`config.mk`:
```
export PLATFORM = sky130hd
export DESIGN_NAME = clock_set_controller
export DESIGN_NICKNAME = d
export VERILOG_FILES = /design/src/rtl/clock_set_controller.sv
export SDC_FILE = /design/constraint.sdc
export NUM_CORES = 1
export LEC_CHECK = 0
export CAP_MARGIN = 20
export CORE_MARGIN = 2
export CORE_UTILIZATION = 50
export CTS_CLUSTER_SIZE = 30
export DETAILED_ROUTE_END_ITERATION = 6
export DONT_BUFFER_PORTS = 1
export PLACE_DENSITY = 0.76
export RECOVER_POWER = 25
export REMOVE_ABC_BUFFERS = 1
export SKIP_CTS_REPAIR_TIMING = 1
export SLEW_MARGIN = 20
export SYNTH_ARGS = -nofsm -noshare
export SYNTH_HDL_FRONTEND = slang
export SYNTH_SLANG_ARGS = --single-unit
```
`constraint.sdc`:
```
create_clock -name clk_100MHz -period 2.01 [get_ports clk_100MHz]
set_input_delay 0.1005 -clock clk_100MHz [delete_from_list [all_inputs] [get_ports clk_100MHz]]
set_output_delay 0.1005 -clock clk_100MHz [all_outputs]
set_load 0.1 [all_outputs]
```
`src/rtl/clock_set_controller.sv`:
```
`default_nettype none
// ============================================================================
// Module      : clock_set_controller
// Description : Time-set sequencer for the binary clock. Debounces the raw
//               mode/increment push-buttons and walks RUN -> SET_HR ->
//               SET_MIN -> COMMIT, editing hour/minute values, holding the
//               clock while editing and strobing a parallel load on commit.
//               The field being edited blinks via per-field blank enables.
// Ports       :
//   clk_100MHz  in   system clock
//   reset_n     in   asynchronous active-low reset
//   btn_mode    in   raw mode button (async, active-high)
//   btn_inc     in   raw increment button (async, active-high)
//   cur_hr      in   [3:0] current hour from the clock counter (1..12)
//   cur_min     in   [5:0] current minute from the clock counter (0..59)
//   set_active  out  high in every state except RUN (clock must pause)
//   load_time   out  one-cycle strobe: clock loads set_hr/set_min
//   set_hr      out  [3:0] edited hour (1..12)
//   set_min     out  [5:0] edited minute (0..59)
//   blink_hr    out  blank the hour digits this phase
//   blink_min   out  blank the minute digits this phase
// Revision    : 1.0 - initial release
// ============================================================================
module clock_set_controller #(
    parameter int DEBOUNCE_CYCLES = 1_000_000,
    parameter int BLINK_CYCLES    = 25_000_000
) (
    input  logic       clk_100MHz,
    input  logic       reset_n,
    input  logic       btn_mode,
    input  logic       btn_inc,
    input  logic [3:0] cur_hr,
    input  logic [5:0] cur_min,
    output logic       set_active,
    output logic       load_time,
    output logic [3:0] set_hr,
    output logic [5:0] set_min,
    output logic       blink_hr,
    output logic       blink_min
);

    localparam int DB_W = (DEBOUNCE_CYCLES > 2) ? $clog2(DEBOUNCE_CYCLES) : 1;
    localparam int BL_W = (BLINK_CYCLES > 2) ? $clog2(BLINK_CYCLES) : 1;
    localparam logic [DB_W-1:0] DB_MAX = DB_W'(DEBOUNCE_CYCLES - 1);
    localparam logic [BL_W-1:0] BL_MAX = BL_W'(BLINK_CYCLES - 1);

    localparam logic [1:0] S_RUN     = 2'd0;
    localparam logic [1:0] S_SET_HR  = 2'd1;
    localparam logic [1:0] S_SET_MIN = 2'd2;
    localparam logic [1:0] S_COMMIT  = 2'd3;

    // ------------------------------------------------------------------
    // Button conditioning. Index 0 = mode, index 1 = inc.
    // ------------------------------------------------------------------
    logic [1:0]      w_btn_raw;
    logic [1:0]      sync1_q;
    logic [1:0]      sync2_q;
    logic [1:0]      level_q;
    logic [1:0]      level_prev_q;
    logic [1:0]      press_q;
    logic [DB_W-1:0] db_cnt_q [2];

    assign w_btn_raw = {btn_inc, btn_mode};

    always_ff @(posedge clk_100MHz or negedge reset_n) begin
        if (!reset_n) begin
            sync1_q      <= '0;
            sync2_q      <= '0;
            level_q      <= '0;
            level_prev_q <= '0;
            press_q      <= '0;
            for (int b = 0; b < 2; b++) begin
                db_cnt_q[b] <= '0;
            end
        end else begin
            sync1_q      <= w_btn_raw;
            sync2_q      <= sync1_q;
            level_prev_q <= level_q;
            // Press is taken from the registered debounced level, so it
            // lands one cycle after the level itself updates.
            press_q      <= level_q & ~level_prev_q;
            for (int b = 0; b < 2; b++) begin
                if (sync2_q[b] != level_q[b]) begin
                    if (db_cnt_q[b] == DB_MAX) begin
                        level_q[b]  <= sync2_q[b];
                        db_cnt_q[b] <= '0;
                    end else begin
                        db_cnt_q[b] <= db_cnt_q[b] + 1'b1;
                    end
                end else begin
                    db_cnt_q[b] <= '0;
                end
            end
        end
    end

    logic w_mode_press;
    logic w_inc_press;
    assign w_mode_press = press_q[0];
    assign w_inc_press  = press_q[1];

    // ------------------------------------------------------------------
    // FSM: state register
    // ------------------------------------------------------------------
    logic [1:0] state_q, state_d;
    logic [3:0] hr_q, hr_d;
    logic [5:0] min_q, min_d;
    logic       w_blink_clr;

    always_ff @(posedge clk_100MHz or negedge reset_n) begin
        if (!reset_n) begin
            state_q <= S_RUN;
            hr_q    <= 4'd12;
            min_q   <= 6'd0;
        end else begin
            state_q <= state_d;
            hr_q    <= hr_d;
            min_q   <= min_d;
        end
    end

    // ------------------------------------------------------------------
    // FSM: next state. Mode always beats a coincident inc press.
    // ------------------------------------------------------------------
    always_comb begin
        state_d     = state_q;
        hr_d        = hr_q;
        min_d       = min_q;
        w_blink_clr = 1'b0;
        case (state_q)
            S_RUN: begin
                if (w_mode_press) begin
                    state_d     = S_SET_HR;
                    w_blink_clr = 1'b1;
                    hr_d        = (cur_hr == 4'd0 || cur_hr > 4'd12) ? 4'd12 : cur_hr;
                    min_d       = (cur_min > 6'd59) ? 6'd0 : cur_min;
                end
            end
            S_SET_HR: begin
                if (w_mode_press) begin
                    state_d     = S_SET_MIN;
                    w_blink_clr = 1'b1;
                end else if (w_inc_press) begin
                    hr_d        = (hr_q == 4'd12) ? 4'd1 : hr_q + 4'd1;
                    w_blink_clr = 1'b1;
                end
            end
            S_SET_MIN: begin
                if (w_mode_press) begin
                    state_d = S_COMMIT;
                end else if (w_inc_press) begin
                    min_d       = (min_q == 6'd59) ? 6'd0 : min_q + 6'd1;
                    w_blink_clr = 1'b1;
                end
            end
            S_COMMIT: begin
                state_d = S_RUN;
            end
            default: begin
                state_d = S_RUN;
            end
        endcase
    end

    // ------------------------------------------------------------------
    // Blink timebase; restarted so a freshly edited field shows at once.
    // ------------------------------------------------------------------
    logic [BL_W-1:0] blink_cnt_q;
    logic            blink_phase_q;

    always_ff @(posedge clk_100MHz or negedge reset_n) begin
        if (!reset_n) begin
            blink_cnt_q   <= '0;
            blink_phase_q <= 1'b0;
        end else if (w_blink_clr) begin
            blink_cnt_q   <= '0;
            blink_phase_q <= 1'b0;
        end else if (blink_cnt_q == BL_MAX) begin
            blink_cnt_q   <= '0;
            blink_phase_q <= ~blink_phase_q;
        end else begin
            blink_cnt_q   <= blink_cnt_q + 1'b1;
        end
    end

    // ------------------------------------------------------------------
    // FSM: outputs, decoded from registered state only
    // ------------------------------------------------------------------
    always_comb begin
        set_active = (state_q != S_RUN);
        load_time  = (state_q == S_COMMIT);
        set_hr     = hr_q;
        set_min    = min_q;
        blink_hr   = (state_q == S_SET_HR) & blink_phase_q;
        blink_min  = (state_q == S_SET_MIN) & blink_phase_q;
    end

endmodule
`default_nettype wire

```
==> results of run 1 <==
-- worst reg2reg max path, cell delays in order, from the launching register on --
cell,delay [ns]
sky130_fd_sc_hd__dfrtp_1,0.39
sky130_fd_sc_hd__ha_1,0.19
sky130_fd_sc_hd__nand3_1,0.14
sky130_fd_sc_hd__or4_1,0.56
sky130_fd_sc_hd__or4b_1,0.51
sky130_fd_sc_hd__nand2_1,0.07
-- routing by layer --
metal	vias to the layer above	share of wire, %	wire length, um
met3	18	4.4	378
met5	-	0	0
met1	1740	48	4110
met4	0	1.6	135
li1	1773	-	-
met2	72	46	4010
-- per-stage QoR --
step                worst slack, ns  hold slack [ns]  instance area, um^2
floorplan                    -0.401           -0.195                 4480
global placement              0.159           -0.191                 4840
detailed placement           0.0931           -0.191                 4840
CTS                          0.0953           -0.583                 5060
global route                 0.0137           -0.594                 5150
finish                        0.103           -0.569                 5150
-- flip-flops by register name, indices dropped and copies added, names as in the netlist --
register and count:
blink_phase_q 1, set_min 6, set_hr 4, blink_cnt_q 25, sync1_q 2, level_prev_q 2, db_cnt_q 40, press_q 2
level_q 2, state_q 2, sync2_q 2
-- where the power goes --
part | switching, mW | internal (mW)
Sequential | 0.0136 | 1.78
Combinational | 0.0495 | 0.0345
Clock | 0.592 | 0.709
-- final cells by class --
cell class              count  area share [%]
clock buffers              14            3.55
clock inverters             2           0.681
inverters                  21            1.53
multi-input cells         352            43.0
flip-flops and latches     88            42.8
well taps                 108            2.63
repair buffers             37            5.74
-- worst max path at each step --
stage / startpoint / endpoint / slack (ns) / cells past startpoint
6_report: blink_cnt_q[0] / blink_phase_q / 0.10 / 5
3_5_place_dp: state_q[0] / set_hr[2] / 0.09 / 6
3_3_place_gp: blink_cnt_q[0] / blink_phase_q / 0.16 / 5
5_1_grt: blink_cnt_q[0] / blink_phase_q / 0.01 / 5
4_1_cts: state_q[0] / set_hr[2] / 0.1 / 6
2_1_floorplan: db_cnt_q[36] / db_cnt_q[22] / -0.40 / 4
-- layout by cell type, fill, tap and decap left out, drive strengths merged, types with 7 or more instances in the layout --
master	n
o31ai	9
dfrtp	86
clkbuf	14
or3	15
dlygate4sd3	7
nor2	60
ha	11
buf	30
or4	11
nor4	8
xnor2	21
xor2	21
a21oi	24
nor3	16
nand2	29
o21ai	22
and3	8
inv	21
nand4	21
nand3	25
-- cell families (layout without fill, tap and decap cells) --
logic type               after synthesis  count (layout)  share of synthesized area (%)
flip-flops                            88              88                           48.4
XOR/XNOR                              42              42                           8.07
adder cells (fa/ha/maj)               11              11                           3.02
buffers and inverters                 39              74                           3.54
multiplexers                           5               5                           1.18
AND/OR/NAND/NOR                      219             219                           25.6
AO/OA/AOI/OAI                         75              75                           10.3
==> run summary, run 1 <==
• **status** complete, but fails checks
• **violations in the final reports** hold timing
• **Crit path largest cell delay** 0.56 ns
• **Tightest Hold Check Type** in2async
• **core box area** 8760 um^2
• **critical path data required time** 2.32 ns
• **number of setup violations in the final report** 0
• **library cell with the largest summed area after synthesis** sky130_fd_sc_hd__dfrtp_1
• **multi-input gate area in the final layout** 2210 um^2
• **type of the worst setup path** reg2reg
• **endpoint of the most critical register-to-register path** blink_phase_q
• **violation count after the first detailed-route iteration** 204
• **first-pass GRT wire length** 15,400 um
• **most frequent cells after synthesis** sky130_fd_sc_hd__dfrtp_1 (86), sky130_fd_sc_hd__nor2_1 (60), sky130_fd_sc_hd__nand2_1 (29)
• **CTS tree** built
• **net count of the finished layout** 534
• **Post-Route Setup TNS** 0 ns
• **HPWL after DPL** 5870 um
• **mapped cell area** 4560 um^2
• **setup slack on the worst flop-to-flop path** 0.10 ns
• **average size of a mapped cell** 9.52 um^2
• **Pre-antenna DRT Iters** 4
• **later-pin clock latency in the skew report** 0.36 ns
• **number of global-route vias before repair** 3,496
• **worst hold slack** -0.569 ns
• **number of flops mapped to enable cells by yosys** 0
• **total count of max-transition violations in the final report** 0
• **number of max-capacitance violations reported** 0
• **placed cell count** 598
• **Post-Layout Cell Count** 622
• **crit path capture type** flop
• **clock tree skew after final layout** 0.00862 ns
• **#FFs+latches synth** 88
• **grt met2 use** 29.8%
• **critical path launch point type** flop
• **total power divided by cell area** 618 nW/um^2
• **post-route total power** 3.18 mW
• **number of DRC violations after detailed routing** 0
• **post-synth cell types** 53
• **sequential standard cell area** 2200 um^2
• **final period utilization** 94.9%
• **fill cell total of the finished layout** 751
• **horizontal die dimension** 99.5 um
• **clock sink count** 88
• **area enclosed by the die boundary** 9900 um^2
• **RD Place Congestion** 0.831
• **via density per instance** 5.79
• **share of the yosys chip area belonging to registers** 48.4%
• **htree depth** 3
• **fraction of post-synthesis cell area in the top cell type by area** 47.2%
• **GRT Residual Overflow** 0
• **final routed wirelength across all metal layers** 8640 um
• **core occupancy in the finished layout** 58.7%
• **fraction of met1 tracks used by global routing** 25.8%
• **post-synthesis cell count** 479
• **number of antenna-violating nets in the routed design** 0
• **top_reg_cell synth** sky130_fd_sc_hd__dfrtp_1
• **count of pins on the block boundary** 28
• **pin count of the biggest net entering global routing** 89
• **Vias** 3,603
• **clock slew at reported path FFs** 0.09 ns
• **transition time at the pin with the least slew margin** 0.559 ns
• **cell with the most instances after synthesis** sky130_fd_sc_hd__dfrtp_1
• **met3 Usage GRT** 4.08%
• **Worst IR Drop VDD** 0.516 mV
• **initial core utilization** 52.0%
• **critical register-to-register path startpoint** blink_cnt_q[0]
• **count of standard-cell rows** 34
• **library cell contributing the largest single delay on the critical path** sky130_fd_sc_hd__or4_1
• **Antenna Cells** 0
• **clock root buffer** sky130_fd_sc_hd__clkbuf_8
• **number of I/O port buffers** 0
• **kind of cell adding the most delay to the critical path** simple AND/OR/NAND/NOR gates
• **setup repair after global routing missed its margin** no
• **count of cells along the worst register-to-register path** 5
• **number of CTS-inserted buffers** 9
• **cells traversed along the worst timing path** ha_1 > nand3_1 > or4_1 > or4b_1 > nand2_1
• **async set-or-reset flop fraction in the synthesized netlist** 100%
• **ranking of synthesized cells by area** sky130_fd_sc_hd__dfrtp_1 (47%), sky130_fd_sc_hd__nor2_1 (4.9%), sky130_fd_sc_hd__xnor2_1 (4.0%)
• **warnings from Yosys** 0
• **maximum fanout along the worst path** 3
• **routed length per placed instance** 13.9 um
• **normalized max-slew margin** 62.2%
• **final critical path time including I/O delays and setup** 1.91 ns
• **Leak** 2.15 nW
• **proportion of layout cells with a drive suffix above 1** 12.3%
• **antenna violations before repair** 0
• **GRT Resource Usage Total** 18.9%
• **Die Ht** 99.5 um
• **fmax** 524 MHz
• **Final Hold Violating Endpoints** 89
• **most congested layer reported by global routing** met2
• **Max Root-Sink Buffers** 2
• **Buf/Inv on CP** 0
• **signal arrival time at the worst endpoint** 2.21 ns
• **Area growth syn-to-layout** 12.9%
No activity file was read; power rests on OpenSTA's default activity.
==> run 2, diff against run 1 <==
==> constraint.sdc (replaced) <==
create_clock -name clk_100MHz -period 2.01 [get_ports clk_100MHz]
set_input_delay 0.1005 -clock clk_100MHz [delete_from_list [all_inputs] [get_ports clk_100MHz]]
set_output_delay 0.1005 -clock clk_100MHz [all_outputs]
set_load 0.01 [all_outputs]
==> run summary, run 2 (synthesized netlist as in run 1, its figures left out) <==
• **status** complete, but fails checks, unchanged
• **violations in the final reports** hold timing, unchanged
• **number of global-route vias before repair** 3,509, was 3,496
• **CTS tree** built, unchanged
• **later-pin clock latency in the skew report** 0.36 ns, about the same
• **highest-count cells in the layout ignoring fill and taps** sky130_fd_sc_hd__dfrtp_1 (86), sky130_fd_sc_hd__nor2_1 (60), sky130_fd_sc_hd__nand2_1 (29), was sky130_fd_sc_hd__dfrtp_1 (86), sky130_fd_sc_hd__nor2_1 (60), sky130_fd_sc_hd__buf_4 (30)
• **Leak** 2.09 nW, was 2.15 nW
• **kind of cell adding the most delay to the critical path** simple AND/OR/NAND/NOR gates, unchanged
• **worst hold slack** -0.580 ns, was -0.569 ns
• **fill cell total of the finished layout** 764, was 751
• **Crit path largest cell delay** 0.42 ns, was 0.56 ns
• **GRT Residual Overflow** 0, unchanged
• **routed length per placed instance** 14.3 um, was 13.9 um
• **critical register-to-register path startpoint** state_q[0], was blink_cnt_q[0]
• **htree depth** 3, unchanged
• **crit path capture type** flop, unchanged
• **clock slew at reported path FFs** 0.09 ns, about the same
• **setup repair after global routing missed its margin** no, unchanged
• **count of pins on the block boundary** 28, unchanged
• **post-place setup slack** 0.0576 ns, was 0.0931 ns
• **number of CTS-inserted buffers** 9, unchanged
• **violation count after the first detailed-route iteration** 167, was 204
• **Pre-antenna DRT Iters** 4, unchanged
• **Post-Route Setup TNS** 0 ns, unchanged
• **area enclosed by the die boundary** 9900 um^2, unchanged
• **cells traversed along the worst timing path** inv_1 > ha_1 > or3b_4 > mux2_4 > a211o_1, was ha_1 > nand3_1 > or4_1 > or4b_1 > nand2_1
• **normalized max-slew margin** 68.9%, was 62.2%
• **final routed wirelength across all metal layers** 8690 um, was 8640 um
• **horizontal die dimension** 99.5 um, unchanged
• **final critical path time including I/O delays and setup** 1.92 ns, was 1.91 ns
• **core box area** 8760 um^2, unchanged
• **Area growth syn-to-layout** 11.0%, was 12.9%
• **post-route total power** 3.17 mW, was 3.18 mW
• **setup slack on the worst flop-to-flop path** 0.09 ns, was 0.10 ns
• **via density per instance** 5.79, about the same
• **largest reg by FF count** db_cnt_q, unchanged
• **type of the worst setup path** reg2reg, unchanged
• **Tightest Hold Check Type** in2async, unchanged
• **placed cell count** 585, was 598
• **worst path setup slack after routing** 0.0923 ns, was 0.103 ns
• **number of I/O port buffers** 0, unchanged
• **HPWL after DPL** 5990 um, was 5870 um
• **transition time at the pin with the least slew margin** 0.461 ns, was 0.559 ns
• **Max Root-Sink Buffers** 2, unchanged
• **critical path launch point type** flop, unchanged
• **fmax** 521 MHz, was 524 MHz
• **count of cells along the worst register-to-register path** 5, unchanged
• **count of standard-cell rows** 34, unchanged
• **number of max-capacitance violations reported** 0, unchanged
• **Buf/Inv on CP** 1, was 0
• **placement-stage cell area** 4740 um^2, was 4840 um^2
• **number of antenna-violating nets in the routed design** 0, unchanged
• **clock sink count** 88, unchanged
• **clock tree skew after final layout** 0.0123 ns, was 0.00862 ns
• **post-route cell area** 5060 um^2, was 5150 um^2
• **flip-flop count of the largest register, all copies and words added** 40, unchanged
• **antenna violations before repair** 0, unchanged
• **Die Ht** 99.5 um, unchanged
• **total power divided by cell area** 627 nW/um^2, was 618 nW/um^2
• **most common cell after layout, fill and taps aside** sky130_fd_sc_hd__dfrtp_1, unchanged
• **first-pass GRT wire length** 15,300 um, was 15,400 um
• **maximum fanout along the worst path** 7, was 3
• **clock root buffer** sky130_fd_sc_hd__clkbuf_8, unchanged
• **net count of the finished layout** 521, was 534
• **endpoint of the most critical register-to-register path** set_min[5], was blink_phase_q
• **final period utilization** 95.4%, was 94.9%
• **total count of max-transition violations in the final report** 0, unchanged
• **RD Place Congestion** 0.886, was 0.831
• **critical path data required time** 2.27 ns, was 2.32 ns
• **pin count of the biggest net entering global routing** 89, unchanged
• **Vias** 3,527, was 3,603
• **Final Hold Violating Endpoints** 90, was 89
• **Worst IR Drop VDD** 0.510 mV, was 0.516 mV
• **Post-Layout Cell Count** 609, was 622
• **library cell contributing the largest single delay on the critical path** sky130_fd_sc_hd__or3b_4, was sky130_fd_sc_hd__or4_1
• **number of setup violations in the final report** 0, unchanged
• **proportion of layout cells with a drive suffix above 1** 10.2%, was 12.3%
• **number of DRC violations after detailed routing** 0, unchanged
• **Antenna Cells** 0, unchanged
• **initial core utilization** 52.0%, unchanged
• **signal arrival time at the worst endpoint** 2.17 ns, was 2.21 ns
• **GRT Resource Usage Total** 18.8%, was 18.9%
==> run 2: changes by cell type in the layout (fill, tap and decap cells not counted), sizes merged <==
| cell | previous run | this run |
|---|---|---|
| clkinvlp | 0 | 1 |
| clkbuf | 14 | 12 |
| buf | 30 | 17 |
| clkinv | 1 | 2 |
==> run 2: power by group <==
group / switching, mW / leakage [nW] / total (mW) / internal, mW
Clock: 0.624 / 0.109 / 1.30 / 0.677
Combinational: 0.0382 / 0.821 / 0.0720 / 0.0338
Sequential: 0.0150 / 1.16 / 1.80 / 1.78
==> run 2: layout make-up <==
class	instances	area, um^2	share of cell area [%]
tap	108	135	2.67
clock buffer	12	165	3.27
clock inverter	4	51.3	1.01
sequential	88	2200	43.6
inverter	21	78.8	1.56
timing repair buffer	24	198	3.91
multi-input combinational	352	2220	44.0
==> run 2: routing by layer <==
layer,GRT usage (%),routed length (um),part of all wire [%],up-vias
met2,31.7,4210,48,72
met4,5.48,116,1.3,0
met5,0,0,0,-
met3,4.78,345,4.0,16
met1,24.1,4020,46,1697
li1,-,-,-,1742
==> run 2: worst max path at each step <==
stage,start,end,cells past startpoint
global placement,state_q[0],set_hr[3],6
global route,state_q[0],set_min[5],5
finish,state_q[0],set_min[5],5
floorplan,db_cnt_q[36],db_cnt_q[22],4
detailed placement,state_q[0],set_hr[3],6
CTS,state_q[0],set_hr[3],6
==> run 2: stage by stage <==
stage | utilization (%) | hold WS (ns)
4_1_cts | 56.6 | -0.587
3_5_place_dp | 54.1 | -0.191
2_1_floorplan | - | -0.195
3_3_place_gp | 54.1 | -0.191
6_report | 57.7 | -0.580
5_1_grt | 57.7 | -0.608
==> run 3, diff against run 2 <==
Settings changed: ABC_AREA from default to 1.
==> run summary, run 3 <==
• **status** complete, but fails checks, unchanged
• **violations in the final reports** hold timing, unchanged
• **number of CTS-inserted buffers** 9, unchanged
• **HPWL after DPL** 6820 um, was 5990 um
• **placement-stage cell area** 5020 um^2, was 4740 um^2
• **Final Hold Violating Endpoints** 88, was 90
• **setup repair after global routing missed its margin** no, unchanged
• **mapped cell area** 4880 um^2, was 4560 um^2
• **clock slew at reported path FFs** 0.09 ns, about the same
• **critical register-to-register path startpoint** state_q[1], was state_q[0]
• **average size of a mapped cell** 7.59 um^2, was 9.52 um^2
• **Max Root-Sink Buffers** 2, unchanged
• **Antenna Cells** 0, unchanged
• **net count of the finished layout** 685, was 521
• **warnings from Yosys** 0, unchanged
• **pin count of the biggest net entering global routing** 89, unchanged
• **critical path data required time** 2.26 ns, was 2.27 ns
• **endpoint of the most critical register-to-register path** set_hr[1], was set_min[5]
• **Leak** 2.36 nW, was 2.09 nW
• **most frequent cells after synthesis** sky130_fd_sc_hd__nand2_1 (155), sky130_fd_sc_hd__nor2_1 (150), sky130_fd_sc_hd__dfrtp_1 (86), was sky130_fd_sc_hd__dfrtp_1 (86), sky130_fd_sc_hd__nor2_1 (60), sky130_fd_sc_hd__nand2_1 (29)
• **maximum fanout along the worst path** 8, was 7
• **count of pins on the block boundary** 28, unchanged
• **worst hold slack** -0.581 ns, was -0.580 ns
• **number of DRC violations after detailed routing** 0, unchanged
• **number of I/O port buffers** 0, unchanged
• **CTS tree** built, unchanged
• **Post-Route Setup TNS** 0 ns, unchanged
• **portion of total power attributed to the clock network** 44.1%, was 41.0%
• **library cell contributing the largest single delay on the critical path** sky130_fd_sc_hd__dlygate4sd3_1, was sky130_fd_sc_hd__or3b_4
• **normalized max-slew margin** 74.0%, was 68.9%
• **Die Ht** 103 um, was 99.5 um
• **flip-flop count of the largest register, all copies and words added** 40, unchanged
• **async set-or-reset flop fraction in the synthesized netlist** 100%, unchanged
• **most common cell after layout, fill and taps aside** sky130_fd_sc_hd__nand2_1, was sky130_fd_sc_hd__dfrtp_1
• **number of setup violations in the final report** 0, unchanged
• **count of standard-cell rows** 36, was 34
• **total count of max-transition violations in the final report** 0, unchanged
• **final critical path time including I/O delays and setup** 1.79 ns, was 1.92 ns
• **GRT Resource Usage Total** 19.6%, was 18.8%
• **horizontal die dimension** 103 um, was 99.5 um
• **routed length per placed instance** 11.9 um, was 14.3 um
• **switch share** 20.6%, was 21.3%
• **share of total power in sequential cells** 54.0%, was 56.7%
• **ranking of synthesized cells by area** sky130_fd_sc_hd__dfrtp_1 (44%), sky130_fd_sc_hd__nand2_1 (12%), sky130_fd_sc_hd__nor2_1 (12%), was sky130_fd_sc_hd__dfrtp_1 (47%), sky130_fd_sc_hd__nor2_1 (4.9%), sky130_fd_sc_hd__xnor2_1 (4.0%)
• **post-synthesis cell count** 642, was 479
• **largest reg by FF count** db_cnt_q, unchanged
• **clock root buffer** sky130_fd_sc_hd__clkbuf_8, unchanged
• **Critical path destination** set_hr[1], was set_min[5]
• **share of the yosys chip area belonging to registers** 45.2%, was 48.4%
• **post-synth cell types** 29, was 53
• **proportion of layout cells with a drive suffix above 1** 7.97%, was 10.2%
• **htree depth** 3, unchanged
• **total internal power** 2.64 mW, was 2.49 mW
• **fraction of post-synthesis cell area in the top cell type by area** 44.1%, was 47.2%
• **GRT Residual Overflow** 0, unchanged
• **clock sink count** 88, unchanged
• **Vias** 3,948, was 3,527
• **setup slack on the worst flop-to-flop path** 0.22 ns, was 0.09 ns
• **via density per instance** 4.95, was 5.79
• **cell with the most instances after synthesis** sky130_fd_sc_hd__nand2_1, was sky130_fd_sc_hd__dfrtp_1
• **total power divided by cell area** 620 nW/um^2, was 627 nW/um^2
• **critical path launch point** state_q[1], was state_q[0]
• **Worst IR Drop VDD** 0.413 mV, was 0.510 mV
• **area enclosed by the die boundary** 10,600 um^2, was 9900 um^2
• **crit path capture type** flop, unchanged
• **post-route cell area** 5360 um^2, was 5060 um^2
• **clock tree skew after final layout** 0.0110 ns, was 0.0123 ns
• **later-pin clock latency in the skew report** 0.36 ns, about the same
• **violation count after the first detailed-route iteration** 190, was 167
• **number of flops mapped to enable cells by yosys** 0, unchanged
• **highest-count cells in the layout ignoring fill and taps** sky130_fd_sc_hd__nand2_1 (155), sky130_fd_sc_hd__nor2_1 (150), sky130_fd_sc_hd__dfrtp_1 (86), was sky130_fd_sc_hd__dfrtp_1 (86), sky130_fd_sc_hd__nor2_1 (60), sky130_fd_sc_hd__nand2_1 (29)
• **first-pass GRT wire length** 16,400 um, was 15,300 um
• **Pre-antenna DRT Iters** 4, unchanged
• **count of cells along the worst register-to-register path** 6, was 5
• **core box area** 9640 um^2, was 8760 um^2
• **signal arrival time at the worst endpoint** 2.04 ns, was 2.17 ns
• **final period utilization** 88.9%, was 95.4%
• **critical path launch point type** flop, unchanged
• **RD Place Congestion** 0.873, was 0.886
• **number of antenna-violating nets in the routed design** 0, unchanged
• **#FFs+latches synth** 88, unchanged
• **number of max-capacitance violations reported** 0, unchanged
• **fmax** 560 MHz, was 521 MHz
• **type of the worst setup path** reg2reg, unchanged
• **antenna violations before repair** 0, unchanged
• **Crit path largest cell delay** 0.55 ns, was 0.42 ns
• **Tightest Hold Check Type** in2async, unchanged
• **top_reg_cell synth** sky130_fd_sc_hd__dfrtp_1, unchanged
• **initial core utilization** 50.6%, was 52.0%
• **transition time at the pin with the least slew margin** 0.388 ns, was 0.461 ns
• **number of global-route vias before repair** 3,812, was 3,509
• **final routed wirelength across all metal layers** 9500 um, was 8690 um
• **net load switching power** 683 uW, was 677 uW
• **cells traversed along the worst timing path** inv_1 > ha_1 > inv_2 > nand3_1 > dlygate4sd3_1 > a31oi_1, was inv_1 > ha_1 > or3b_4 > mux2_4 > a211o_1
• **fraction of power consumed by combinational cells** 1.9%, was 2.3%
• **library cell with the largest summed area after synthesis** sky130_fd_sc_hd__dfrtp_1, unchanged
• **Area growth syn-to-layout** 9.93%, was 11.0%
==> run 3: changes by cell type after synthesis, sizes merged, moves of 9 or more <==
| cell | change |
|---|---|
| o31ai | -9 |
| clkbuf | -13 |
| or3 | -15 |
| nand2 | +136 |
| inv | +48 |
| nand3 | +12 |
| nor2 | +105 |
| a21oi | -10 |
| or4 | -11 |
| nand4 | -16 |
==> run 3: power by group through the flow <==
stage               clock network (mW)  registers, mW  logic [mW]
detailed placement                   0           1.83      0.0485
floorplan                            0           1.83      0.0390
finish                            1.46           1.79      0.0646
CTS                               1.51           1.79      0.0488
global placement                     0           1.83      0.0471
global route                      1.60           1.79      0.0733
==> run 3: logic make-up (layout without fill, tap and decap cells) <==
family | Yosys count | after routing | synth area share, %
AND/OR/NAND/NOR | 393 | 393 | 34.5
XOR/XNOR | 40 | 40 | 7.19
adder cells (fa/ha/maj) | 11 | 11 | 2.82
AO/OA/AOI/OAI | 37 | 37 | 4.29
buffers and inverters | 73 | 96 | 5.98
flip-flops | 88 | 88 | 45.2
==> run 3: final cells by class <==
| type | instances | area, um^2 |
|---|---|---|
| Clock buffer | 9 | 124 |
| Clock inverter | 7 | 119 |
| Fill cell | 906 | 4280 |
| Inverter | 69 | 259 |
| Multi-Input combinational cell | 481 | 2380 |
| Sequential cell | 88 | 2200 |
| Tap cell | 133 | 166 |
| Timing Repair Buffer | 11 | 108 |
==> run 3: how the worst min path moves through the flow <==
stage / cells after the start / startpoint / to / slack (ns)
floorplan: 0 / reset_n / blink_cnt_q[0] / -0.20
global placement: 0 / reset_n / set_hr[1] / -0.19
detailed placement: 0 / reset_n / set_min[3] / -0.19
CTS: 0 / reset_n / blink_phase_q / -0.60
global route: 0 / reset_n / set_min[3] / -0.61
finish: 0 / reset_n / set_min[4] / -0.58
==> run 3: layer usage <==
layer	GRT usage (%)	part of all wire, %	wire (um)
met2	33.9	48	4540
met1	24.5	47	4440
met5	0	0	0
met3	5.08	4.3	408
met4	5.47	1.1	106
==> run 3: critical path, delay by kind of cell, from the launching register on <==
family	cells	cell delay, ns
buffers and inverters	3	0.76
adders and majority gates	1	0.35
DFF	1	0.41
AOI/OAI and AO/OA	1	0.08
and+or+nand+nor	1	0.08
==> run 3: metrics by stage <==
step,power [mW],instances,hold slack (ns),setup WS [ns],utilization [%]
after floorplan,1.86,638,-0.195,0.517,-
after detailed placement,1.88,772,-0.193,0.266,52.1
after CTS,3.35,788,-0.600,0.246,54.6
after global routing,3.46,798,-0.610,0.0490,55.6
after global placement,1.87,772,-0.193,0.391,52.1
final,3.32,798,-0.581,0.223,55.6
